### src/rtl/mult_sched.sv
// Round-robin scheduler for two requesters sharing one shift-add multiplier; done at t+2+2*NUM_BITS.
// Requests are sampled only in IDLE and held by requesters until granted; no other backpressure.
module mult_sched #(
    parameter int NUM_BITS = 4
) (
    input  logic                clk,
    input  logic                rst,
    input  logic                req0,
    input  logic                req1,
    input  logic [NUM_BITS-1:0] md0,
    input  logic [NUM_BITS-1:0] mr0,
    input  logic [NUM_BITS-1:0] md1,
    input  logic [NUM_BITS-1:0] mr1,
    input  logic                mr_bit,
    output logic                gnt0,
    output logic                gnt1,
    output logic [NUM_BITS-1:0] md_out,
    output logic [NUM_BITS-1:0] mr_out,
    output logic                mdld,
    output logic                mrld,
    output logic                rsclear,
    output logic                rsload,
    output logic                rsshr,
    output logic [2:0]          s,
    output logic [NUM_BITS-1:0] n,
    output logic                done,
    output logic                done_id
);

    localparam logic [2:0] IDLE  = 3'd0;
    localparam logic [2:0] LOAD  = 3'd1;
    localparam logic [2:0] ADD   = 3'd2;
    localparam logic [2:0] SHIFT = 3'd3;
    localparam logic [2:0] DONE  = 3'd4;

    localparam logic [NUM_BITS-1:0] LAST = NUM_BITS'(NUM_BITS);

    logic [2:0]          state;
    logic [2:0]          state_nxt;
    logic                owner;
    logic                ptr;
    logic                winner;
    logic [NUM_BITS-1:0] cnt;
    logic [NUM_BITS-1:0] cnt_inc;

    // On a tie the pointer picks; a lone request wins regardless of the pointer.
    assign winner  = (req0 && req1) ? ptr : req1;
    assign cnt_inc = cnt + NUM_BITS'(1);

    always_ff @(posedge clk) begin
        if (rst) begin
            state <= IDLE;
            cnt   <= '0;
            owner <= 1'b0;
            ptr   <= 1'b0;
        end else begin
            state <= state_nxt;
            if (state == IDLE && (req0 || req1)) begin
                owner <= winner;
                ptr   <= ~winner;
            end
            if (state == LOAD) begin
                cnt <= '0;
            end else if (state == SHIFT) begin
                cnt <= cnt_inc;
            end
        end
    end

    always_comb begin
        state_nxt = IDLE;
        case (state)
            IDLE:    state_nxt = (req0 || req1) ? LOAD : IDLE;
            LOAD:    state_nxt = ADD;
            ADD:     state_nxt = SHIFT;
            SHIFT:   state_nxt = (cnt_inc == LAST) ? DONE : ADD;
            DONE:    state_nxt = IDLE;
            default: state_nxt = IDLE;
        endcase
    end

    always_comb begin
        gnt0    = 1'b0;
        gnt1    = 1'b0;
        mdld    = 1'b0;
        mrld    = 1'b0;
        rsclear = 1'b0;
        rsload  = 1'b0;
        rsshr   = 1'b0;
        done    = 1'b0;
        done_id = 1'b0;
        case (state)
            LOAD: begin
                gnt0    = ~owner;
                gnt1    = owner;
                mdld    = 1'b1;
                mrld    = 1'b1;
                rsclear = 1'b1;
            end
            ADD:   rsload = mr_bit;
            SHIFT: rsshr  = 1'b1;
            DONE: begin
                done    = 1'b1;
                done_id = owner;
            end
            default: ;
        endcase
    end

    // The operand bus always follows the latched owner, so it is stable for the whole operation.
    assign md_out = owner ? md1 : md0;
    assign mr_out = owner ? mr1 : mr0;
    assign s      = state;
    assign n      = cnt;

endmodule

### config.mk
export PLATFORM = sky130hd
export DESIGN_NAME = mult_sched
export DESIGN_NICKNAME = d
export VERILOG_FILES = /design/src/rtl/mult_sched.sv
export SDC_FILE = /design/constraint.sdc
export NUM_CORES = 1
export LEC_CHECK = 0
export BUFFER_PORTS_ARGS = -buffer_cell sky130_fd_sc_hd__clkbuf_2
export CAP_MARGIN = 20
export CORE_MARGIN = 2
export CORE_UTILIZATION = 40
export DETAILED_ROUTE_END_ITERATION = 7
export PLACE_DENSITY = 0.84
export SETUP_SLACK_MARGIN = 0.05
export SKIP_CTS_REPAIR_TIMING = 1
export SYNTH_ARGS = -nofsm -noshare
export SYNTH_HDL_FRONTEND = slang
export SYNTH_SLANG_ARGS = --single-unit
### constraint.sdc
create_clock -name clk -period 2.4 [get_ports clk]
set_input_delay 0.48 -clock clk [delete_from_list [all_inputs] [get_ports clk]]
set_output_delay 0.48 -clock clk [all_outputs]
set_load 0.01 [all_outputs]
[After elaboration in Yosys (flattened, before gate mapping)]
Cells that the tools add are included.
Word-level totals
  input bits: 21
  output and inout port bits: 24
  register bits: 9
  logic and storage cells: 30
Operators by class
  add/sub/neg operators: 1
  reduce and logical (&&, ||, !) cells: 5
  equal/unequal tests: 5
  bitwise gates (word level): 2
  mux-type cells: 13
Operators with widths (count)
  one-hot mux 3 bit (4 select lines): 1
  two-way mux 1 bit: 9
  two-way mux 4 bit: 2
  equality test 3 x 2 -> 1 bit, second input constant: 2
  adder 4 x 1 -> 4 bit, second input constant: 1
  equality test 4 x 3 -> 1 bit, second input constant: 1
  equality test 3 x 1 -> 1 bit, second input constant: 1
  equality test 3 bit, second input constant: 1
  zero test 3 bit: 1
  two-way mux 3 bit: 1
  logical AND 1 bit: 2
  inverter 1 bit: 2
  OR reduction 2 bit: 1
  logical OR 1 bit: 1

[Longest topological paths before layout]
Gate-level depths: netlist of the first run.
  word-level depth: 4
  gate-level depth with buffers: 4

[Worst setup path after synthesis of the first run]
Ideal clock, no wire load.
  path kind: reg2out
  start: register state[0] (netlist: s[0])
  end: output gnt0
  cell stages (with the launch flop): 4
  required time: 1.920 ns
  slack: 0.735 ns
  data arrival time: 1.185 ns
  cell sequence: dfxtp_1 buf_2 nor3b_2 nor2b_1
Between the ends
  cells in the longest elaborated chain, start to end: 2
RTL lines
  from (decl): line 38  | logic [2:0] state;
  from (signal assigned): line 57  | state <= state_nxt;
  equality test 3 x 1 -> 1 bit: line 92  | case (state)
  two-way mux 1 bit: line 92
  to (decl): line 15  | output logic gnt0,
Every way passes these cells.

[Worst setup path after layout of the first run]
Same ends and word-level chain as after synthesis.

==> flow_summary.toml, run 1 <==
[cells_and_area]
fillers = 129
final_area_um2 = 800
syn_to_final_growth_pct = 41.7
fin_nets = 125
drive_gt1_share_pct = 51.0
fin_cells = 117
antenna-diode-count = 0

[die]
die_w_um = 41.6
fp.coreArea_um2 = 1320
dieArea_um2 = 1730
start_util_pct = 42.8
rows = 13
pin_count = 45
die_y_um = 41.6

[pwr]
ir_drop_uv = 319
p_comb_share_pct = 24.4
p_int_uw = 270
power_leakage_uw = 0.000429
power_density_nw_per_um2 = 471
p_sw_uw = 107
seqPwrFrac_pct = 45.4
pwr-share-clk_pct = 30.2
p_sw_share_pct = 28.5

[critical_path]
cp-end-kind = "output port"
critPathKind = "reg2out"
r2r_slack_ps = 1110
critPathRequiredTime_ps = 1920
r2r_start = "s[0]"
start_kind = "flip-flop"
r2r_cells = 3
critPathMaxFanout = 10
critPathArrivalTime_ps = 1450
reg2reg_to = "n[2]"

[timing]
worst_slew_pin_slew_ps = 426
final_hold_viol_count = 0
rsz0062_at_grt = "false"
final.period_utilization_pct = 80.6
slew_viol_final = 0
period_needed_ps = 1930
setup_tns_ps = 0
maxSlewHeadroom_pct = 71.6
max_freq_mhz = 517
setup_viol_count_final = 0
clock-skew-final_ps = 4.70

[global_route]
grt_pass1_vias = 480
antenna_found_initial = 0
grt_usage_pct = 13.9
grt_pass1_wl_um = 1910
grt_start_max_net_pins = 13
grt_overflow = 0

[logic_synthesis]
synthTopCellsByArea = "dfxtp_1 32%, mux2_1 16%, nand3b_4 3.5%"
ys_ff_latch = 9
synth_nets = 81
ys_seq_area_share_pct = 31.9
synth_edf_count = 0
synth_ff_type = "dfxtp_1"
postSynthCellCount = 59
yosys.area.top_type = "dfxtp_1"
yosysUniqueCellTypes = 31
yosysWarnings = 0
synth_top_area_share_pct = 31.9
syn_area_per_cell_um2 = 9.56
ys_async_sr_fraction_pct = 0
synthesis.area_um2 = 564

[worst_hold_path]
hold_path_class = "in2reg"
min_path_cells = 2
worstHoldStart = "req1"
hold_path_end = "ptr"

[clocking]
path_clk_slew_ps = 60
clock_sinks = 9
cts_tree = "done"
htreeDepth = 1
cts_root_buf = "clkbuf_4"
clockBufferDepth = 2
cts-buffers-inserted = 3
clk_latency_ps = 260

[routing]
antenna_left = 0
drcViolationCount = 0
firstDrtPassIters = 2
viasPerCell = 4.79
drt-total-wl_um = 1240
drt_iter0_drc = 1
vias = 561
wl_per_cell_um = 10.6

[place]
post_dp_cell_area_um2 = 773
portBuffers = 44
gp_congestion = 0.670
dp.cells = 113
dp_hpwl_um = 1030

[status]
status = "completed"

[run]
maxCapViolCount = 0
## placed cells by master, fill, tap and decap left out
cell type | Yosys | final
a21bo_1 | 1 | 1
nand3_1 | 2 | 2
a21oi_1 | 2 | 2
or3_1 | 1 | 1
and3_1 | 1 | 1
clkbuf_4 | 0 | 3
xor2_1 | 1 | 1
or2_1 | 1 | 1
nor4bb_1 | 1 | 1
nand2b_1 | 1 | 1
o21ai_1 | 1 | 1
nand2_1 | 1 | 1
a21oi_2 | 1 | 1
ha_1 | 1 | 1
nand4b_1 | 1 | 1
mux2i_1 | 1 | 1
mux2_2 | 1 | 1
nor2_1 | 5 | 5
inv_1 | 1 | 1
clkbuf_2 | 0 | 44
a311oi_1 | 1 | 1
and4_1 | 1 | 1
nand3b_4 | 1 | 1
dfxtp_1 | 9 | 9
mux2_1 | 8 | 8
nor2b_1 | 2 | 2
nor3_1 | 2 | 2
and2_1 | 2 | 2
nor3_2 | 1 | 1
nor3b_2 | 1 | 1
nor4_1 | 2 | 2
clkbuf_1 | 0 | 1
## critical path, cell delays in order (launching register included)
cell,delay [ps]
dfxtp_1,530
nor3b_2,360
nor2b_1,170
clkbuf_2,140
## metrics by stage
stage	utilization, %	power [uW]	setup WS [ps]	hold slack, ps
after floorplan	-	228	735	434
after global placement	58.7	265	784	452
after detailed placement	58.7	268	742	461
after CTS	60.7	381	450	458
after global routing	60.7	402	304	468
final	60.7	377	466	465
## registers in the layout, summed over array words and instances, names as in the netlist
| register | flops |
|---|---|
| n | 4 |
| ptr | 1 |
| s | 3 |
| owner | 1 |
## how the worst max path moves through the flow
stage,end,cells past startpoint,from
final,gnt0,3,s[0]
after global routing,gnt0,3,s[0]
after CTS,gnt0,3,s[0]
after detailed placement,gnt0,3,s[0]
after global placement,gnt0,3,s[0]
after floorplan,gnt0,3,s[0]
## cells in the mapped netlist (2+ instances only)
cell and n:
a21oi_1 2, and2_1 2, buf_2 3, buf_4 2, dfxtp_1 9, mux2_1 8, nand3_1 2, nor2_1 5
nor2b_1 2, nor3_1 2, nor4_1 2
## power by group through the flow
| stage | combinational (uW) | clock (uW) | sequential [uW] |
|---|---|---|---|
| floorplan | 59.5 | 0 | 168 |
| global placement | 91.0 | 0 | 174 |
| detailed placement | 92.8 | 0 | 175 |
| CTS | 93.3 | 117 | 172 |
| global route | 100 | 128 | 173 |
| finish | 91.8 | 114 | 171 |
## area by class of cell
type                            count  area, um^2  area share, %
Multi-Input combinational cell     44         350           43.8
Timing Repair Buffer               44         220           27.5
Sequential cell                     9         180           22.5
Clock buffer                        4        26.3           3.29
Tap cell                           15        18.8           2.35
Inverter                            1        3.75          0.469
## metal layers
metal	vias up	GRT usage, %	part of all wire [%]
met1	250	15.5	43
li1	295	-	-
met5	-	0	0
met2	16	23.8	51
met3	0	5.22	5.6
met4	0	5.16	0
## kinds of logic after synthesis
logic type / Yosys count / synth area share (%)
AOI/OAI and AO/OA: 6 / 7.54
xor gates and xnor gates: 1 / 1.55
adders and majority gates: 1 / 2.22
buffers and inverters: 6 / 5.98
DFF: 9 / 31.9
muxes: 10 / 19.7
and+or+nand+nor: 26 / 31.0
(Power assumes the default switching activity.)
==> run 2, diff against run 1 <==
- ABC_AREA: not set -> 1
- CORE_UTILIZATION: 40 -> 38
- PLACE_DENSITY: 0.84 -> 0.79
- clock period: 2.4 -> 1.9 ns (I/O delays scaled with it)
==> run 2 against run 1 <==
- final cell count rose by 29%
- first-iteration DRC count rose to 11 times the previous value
- design area rose by 2.7%
- routed wire length rose by 13%
- worst setup slack got worse by 300 ps
- critical path depth did not move
- die area rose by 7.3%
==> flow_summary.toml, run 2 <==
[worst_hold_path]
worstHoldStart = "rst"
hold_path_class = "in2reg"
hold_path_end = "s[1]"
min_path_cells = 2

[routing]
wl_per_cell_um = 9.25
vias = 705
drt-total-wl_um = 1400
firstDrtPassIters = 4
antenna_left = 0
drcViolationCount = 0
drt_iter0_drc = 11
viasPerCell = 4.67

[place]
dp_hpwl_um = 1140
portBuffers = 44
gp_congestion = 0.707
dp.cells = 147
post_dp_cell_area_um2 = 795

[critical_path]
reg2reg_to = "s[1]"
r2r_start = "n[0]"
r2r_cells = 6
crit_chain = "inv_1 -> nor3_1 -> clkbuf_2"
critPathArrivalTime_ps = 1360
r2r_slack_ps = 850
slowest_stage = "dfxtp_1"
startpoint = "owner"
start_kind = "flip-flop"
critPathMaxFanout = 11
cp-end-kind = "output port"
critPathKind = "reg2out"
cpPeakStageDelay_ps = 480
critPathRequiredTime_ps = 1520

[global_route]
grt_start_max_net_pins = 12
grt_usage_pct = 17.2
grt_overflow = 0
grt_pass1_vias = 594
grt_pass1_wl_um = 2410
antenna_found_initial = 0

[pwr]
p_sw_uw = 239
power_density_nw_per_um2 = 763
ir_drop_uv = 389
p_comb_share_pct = 39.2
p_int_uw = 388
p_sw_share_pct = 38.1
seqPwrFrac_pct = 37.7
power_leakage_uw = 0.000474
pwr-share-clk_pct = 23.0

[run]
maxCapViolCount = 0

[timing]
worst_slew_pin_slew_ps = 305
final_hold_viol_count = 0
rsz0062_at_grt = "false"
slew_viol_final = 0
period_needed_ps = 1740
maxSlewHeadroom_pct = 79.7
final.period_utilization_pct = 91.5
setup_viol_count_final = 0
setup_tns_ps = 0
max_freq_mhz = 575
clock-skew-final_ps = 1.26

[cells_and_area]
drive_gt1_share_pct = 43.0
syn_to_final_growth_pct = 41.7
layout_common_cells = "44 x clkbuf_2, 35 x nand2_1, 10 x inv_1"
antenna-diode-count = 0
largest_register_ffs = 4
final_area_um2 = 821
final_common_cell = "clkbuf_2"
fin_nets = 158
fin_cells = 151

[die]
fp.coreArea_um2 = 1470
dieArea_um2 = 1850
rows = 14
start_util_pct = 39.4
die_w_um = 43.0
die_y_um = 43.0
pin_count = 45

[clocking]
cts_root_buf = "clkbuf_4"
clk_latency_ps = 260
htreeDepth = 1
clock_sinks = 9
path_clk_slew_ps = 60
cts-buffers-inserted = 3
cts_tree = "done"
clockBufferDepth = 2

[logic_synthesis]
ys_ff_latch = 9
yosys.area.top_type = "dfxtp_1"
synth_top_area_share_pct = 31.1
syn_area_per_cell_um2 = 6.37
postSynthCellCount = 91
synth_nets = 113
synth_ff_type = "dfxtp_1"
yosysWarnings = 0
ys_seq_area_share_pct = 31.1
ys_async_sr_fraction_pct = 0
synth_common_cells = "35 x nand2_1, 10 x inv_1, 9 x dfxtp_1"
synthMostInstantiatedCell = "nand2_1"
synthTopCellsByArea = "dfxtp_1 31%, nand2_1 23%, inv_1 6.5%"
yosysUniqueCellTypes = 21
synth_edf_count = 0
synthesis.area_um2 = 579

[status]
status = "completed"
[run 2: power by group through the flow]
| stage | combinational (uW) | clock, uW | sequential [uW] |
|---|---|---|---|
| global route | 276 | 161 | 241 |
| finish | 246 | 144 | 236 |
| global placement | 243 | 0 | 239 |
| detailed placement | 247 | 0 | 240 |
| floorplan | 166 | 0 | 236 |
| CTS | 248 | 151 | 236 |
[run 2: worst max-delay path by stage]
stage | end | slack [ps]
final | done_id | 160
after global routing | done_id | 50
after CTS | done_id | 170
after detailed placement | done_id | 460
after global placement | done_id | 480
after floorplan | mrld | 620
[run 2: cells by family after synthesis]
group           share of synthesized area (%)
buf+inv                                  13.0
flops                                    31.1
simple gates                             42.1
fa+ha+maj                                2.16
xor+xnor                                 1.51
compound gates                           10.2
[run 2: final cells by class]
cell class | instances | area (um^2)
sequential | 9 | 180
inverter | 13 | 50.0
fill | 157 | 651
multi-input combinational | 65 | 324
clock buffer | 4 | 26.3
timing repair buffer | 44 | 220
tap | 16 | 20.0
[run 2: metrics by stage]
stage          power [uW]  hold WS (ps)  util, %  worst slack [ps]
2_1_floorplan         402           434        -               615
3_3_place_gp          482           449     54.0               482
3_5_place_dp          487           456     54.0               457
4_1_cts               635           332     55.8               169
5_1_grt               678           336     55.8              52.4
6_report              627           336     55.8               162
[run 2: metal layers]
metal	vias up	GRT usage (%)	routed length (um)
li1	366	-	-
met1	296	21.3	603
met2	39	27.0	612
met3	4	3.40	157
met4	0	10.9	24
met5	-	0	0
[run 2: critical path: cells and delay by family (launching register included)]
kind,cells,cell delay (ps)
flip-flops,1,480
buffers and inverters,2,400
AND/OR/NAND/NOR,1,220
